## src/rtl/vec_checker_mem.sv

```systemverilog
// Vector store for vec_checker: DEPTH x 2*WIDTH register file,
// synchronous write, asynchronous read. Contents are deliberately not reset.
module vec_mem #(
    parameter int WIDTH = 16,
    parameter int DEPTH = 4,
    parameter int AW    = 2
) (
    input  logic                 clk,
    input  logic                 we,
    input  logic [AW-1:0]        waddr,
    input  logic [2*WIDTH-1:0]   wdata,
    input  logic [AW-1:0]        raddr,
    output logic [2*WIDTH-1:0]   rdata
);

    logic [2*WIDTH-1:0] mem_reg [DEPTH];

    always_ff @(posedge clk) begin
        if (we) begin
            mem_reg[waddr] <= wdata;
        end
    end

    assign rdata = mem_reg[raddr];

endmodule

```

## config.mk

```make
export PLATFORM = sky130hd
export DESIGN_NAME = vec_mem
export DESIGN_NICKNAME = d
export VERILOG_FILES = /design/src/rtl/vec_checker_mem.sv
export SDC_FILE = /design/constraint.sdc
export NUM_CORES = 1
export LEC_CHECK = 0
export ABC_AREA = 1
export BUFFER_PORTS_ARGS = -buffer_cell sky130_fd_sc_hd__buf_2
export CORE_MARGIN = 2
export CORE_UTILIZATION = 30
export DETAILED_ROUTE_END_ITERATION = 7
export HOLD_SLACK_MARGIN = 0.02
export PLACE_DENSITY = 0.44
export SYNTH_ARGS = -nofsm -noshare
export SYNTH_HDL_FRONTEND = slang
export SYNTH_SLANG_ARGS = --single-unit
```

## constraint.sdc

```tcl
create_clock -name clk -period 7.3 [get_ports clk]
set_input_delay 0.365 -clock clk [delete_from_list [all_inputs] [get_ports clk]]
set_output_delay 0.365 -clock clk [all_outputs]
set_load 0.01 [all_outputs]
```

Word level (Yosys, flattened, before mapping)
Memory sizes are Yosys's and may differ from the RTL's.
Cells that the tools add are included.
{ "totals": {"out_inout_bits": 32, "mem_bits_rw": 128, "in_bits": 38, "memories": 1, "ff_bits": 0} }
{ "op_classes": {"muxes": 2} }
{ "mem_list": {"columns": ["name", "depth", "word_bits", "read_ports", "rd_clocked_by_memory_dff", "wr", "line_no", "source"], "rows": [
  ["mem_reg", 4, 32, 1, 0, 1, "16", "logic [2*WIDTH-1:0] mem_reg [DEPTH];"]
]} }
{ "ops": {"columns": ["op", "n"], "rows": [
  ["$mux W1", 2]
]} }

Logic depth before layout (Yosys ltp)
{ "logic_depth": {"ltp_word": 2, "mapped_depth": 5, "mapped_depth_nobuf": 4} }

Least setup slack after synthesis
Ideal clock, no wire load.
{ "synth_path": {"path_type": "input to register", "startpoint": "in waddr[0]", "endpoint": "mem mem_reg[0][0] (netlist bit) (enable)", "cell_stages": 1, "arrival_ns": 2.645, "setup_slack_ns": 4.194, "setup_ns": 0.461, "n_path_buf": 0, "path_cell_list": "nor3_1"} }
{ "synth_lines": {"columns": ["item", "line_no", "source"], "rows": [
  ["from (decl)", "10", "input logic [AW-1:0] waddr,"],
  ["to (decl)", "16", null]
]} }
No word-level cell before the write port.

Worst setup path after layout
{ "layout_path": {"startpoint": "in raddr[0]", "endpoint": "out rdata[24]"} }
{ "layout_between": {"elab_chain_cells": 1} }
{ "layout_rtl": {"columns": ["item", "line_no", "source"], "rows": [
  ["from (decl)", "12", "input logic [AW-1:0] raddr,"],
  ["$mem_v2 Z4 W32", null, null],
  ["to (decl)", "13", "output logic [2*WIDTH-1:0] rdata"]
]} }
No other way between the ends.

==> run metrics <==
share of cells above drive strength 1 18.56%; fin nets 623; RePlAce Congestion 0.6860; # resized after CTS 0; clk sink count 128; IO Count 70; Port Buffers 69; CP Max Fanout 65; Distinct cells, synth 9; DRC Markers 0; maxcap violations 0; Clock transition at path regs 0.06 ns; worst path required time 6.93 ns; Worst setup EP type output pin; synthesized flop and latch total 128; DRT iter0 DRCs 139; status finished clean; # fillers 1789; M1 WL 5125 µm; synth warn 0; row cnt 49; startpoint types input pin; global route overflow 0; Slew headroom 25.51%; Detailed Routing Iterations Pass 1 4; final-report max-slew violation count 0; setup_tns 0 ns; met2 WL post-DR 5537 µm; largest net degree at the start of global routing 66; Die W 138.6 µm; RSZ-0062 raised after global routing no; Post-CTS Setup Bufs 0; Hold WC Path Type input pin to register; CP cell instances buf_2 -> buf_4 -> inv_2 -> buf_4 -> nand2_1 -> nand3_1 -> nand2_1 -> buf_2; worst slew pin tran 1.111 ns; worst stage delay on the critical path 0.56 ns; Finished Layout Cells 828; Final WS setup 4.642 ns; Final min period 2.658 ns; vias 3386; cts hold-fix bufs 0; Placed Instances 795; final period utilization 36.41%; synthesized area 0.005438 mm²; Core ar. 0.01790 mm²; max FFs per register 128; Crit path arrival time 2.29 ns; Worst Setup Path Type input pin to output pin; vias in the first global route 3320; first-pass GRT wire length 18130 µm; post-synthesis net count 547; worst vdd ir 0.1525 mV; Initial Util 30.37%; CTS Buf Count 17; Die ar. 0.01922 mm²; WL per Instance 13.73 µm; placed wire-length estimate 6605 µm; Gate Count Post-Synth 509; antenna violations before repair 2; sequential share of the synthesized area 70.69%; CTS H-tree lvls 4; leakage 3.031 nW; top layer in use met5; final hold violation count 0; PD cells 277.1 mW/mm²; Final setup viols 0; TritonCTS clock tree done; antenna-violating nets left 0; mean post-synth cell area 10.68 µm²; Longest Clk Path Bufs 2; DRT Wirelength 11370 µm; Critical Path Slowest Stage Cell buf_4; Max Fclk 0.3763 GHz; Global Route Usage Sum 12.52%; detailed-routed wire length on met3 510 µm; root buffer cell clkbuf_16; Area growth, synth to finish 21.24%; routed vias/inst 4.089; pre-CTS setup slack 4.568 ns; Final Util 36.83%; die height 138.6 µm
## worst max-delay path, delay by kind of cell
| kind | cells | cell delay, ns |
|---|---|---|
| buf+inv | 5 | 1.59 |
| simple gates | 3 | 0.29 |
## logic make-up after synthesis
group | synth area share (%)
buffers and inverters | 12.01
DFF | 70.69
and+or+nand+nor | 17.30
## path summary, 6_finish.rpt
kind              startpoint             to  depth (start not counted)
setup / recovery    raddr[0]      rdata[24]                          8
hold / removal      wdata[4]  mem_reg[2][4]                          1
## cell type report
type | count | area [µm²] | share of cell area [%]
clock inverter | 14 | 165.2 | 2.505
clock buffer | 18 | 429.2 | 6.510
multi-input combinational | 228 | 960.9 | 14.58
antenna | 1 | 2.502 | 0.03796
sequential | 128 | 3844 | 58.30
timing repair buffer | 77 | 405.4 | 6.149
tap | 229 | 286.5 | 4.346
inverter | 133 | 499.2 | 7.573
## where the power goes
group          internal [mW]  switching, mW  total [mW]
Combinational         0.0423         0.0848       0.127
Sequential             0.848        0.00760       0.856
Clock                  0.535          0.309       0.844
## synthesized netlist by cell type
| cell | instances | area share (%) |
|---|---|---|
| edfxtp_1 | 128 | 71 |
| nor3_1 | 4 | 0.37 |
| inv_2 | 1 | 0.069 |
| nand2_1 | 160 | 11 |
| buf_6 | 7 | 1.4 |
| inv_1 | 132 | 9.1 |
| nand3_1 | 64 | 5.9 |
| buf_4 | 4 | 0.55 |
| buf_2 | 9 | 0.83 |
## layout by cell type (no fill, tap or decap)
cell type and instances:
nand3_1 64, nor3_2 4, clkbuf_16 17, clkinv_4 2, buf_2 69, inv_6 2
buf_4 8, clkbuf_1 1, edfxtp_1 128, inv_1 132, bufinv_16 3, clkinv_2 2
diode_2 1, inv_2 1, nand2_1 160, clkinvlp_4 3, clkinv_1 2
## metal layers
layer	up-vias	track usage [%]
met4	2	5.423
met5	-	0
met1	1567	15.36
met3	13	3.833
met2	61	20.56
li1	1743	-
## metrics by stage
step / instance area [µm²] / hold slack (ns) / total power [mW]
after floorplan: 5438 / 0.4639 / 0.9486
after global placement: 5996 / 0.5765 / 1.001
after detailed placement: 5996 / 0.5848 / 1.003
after CTS: 6590 / 0.1396 / 1.855
after global routing: 6590 / 0.1510 / 1.905
final: 6593 / 0.1664 / 1.827
Power figures use the tool's default switching activity.
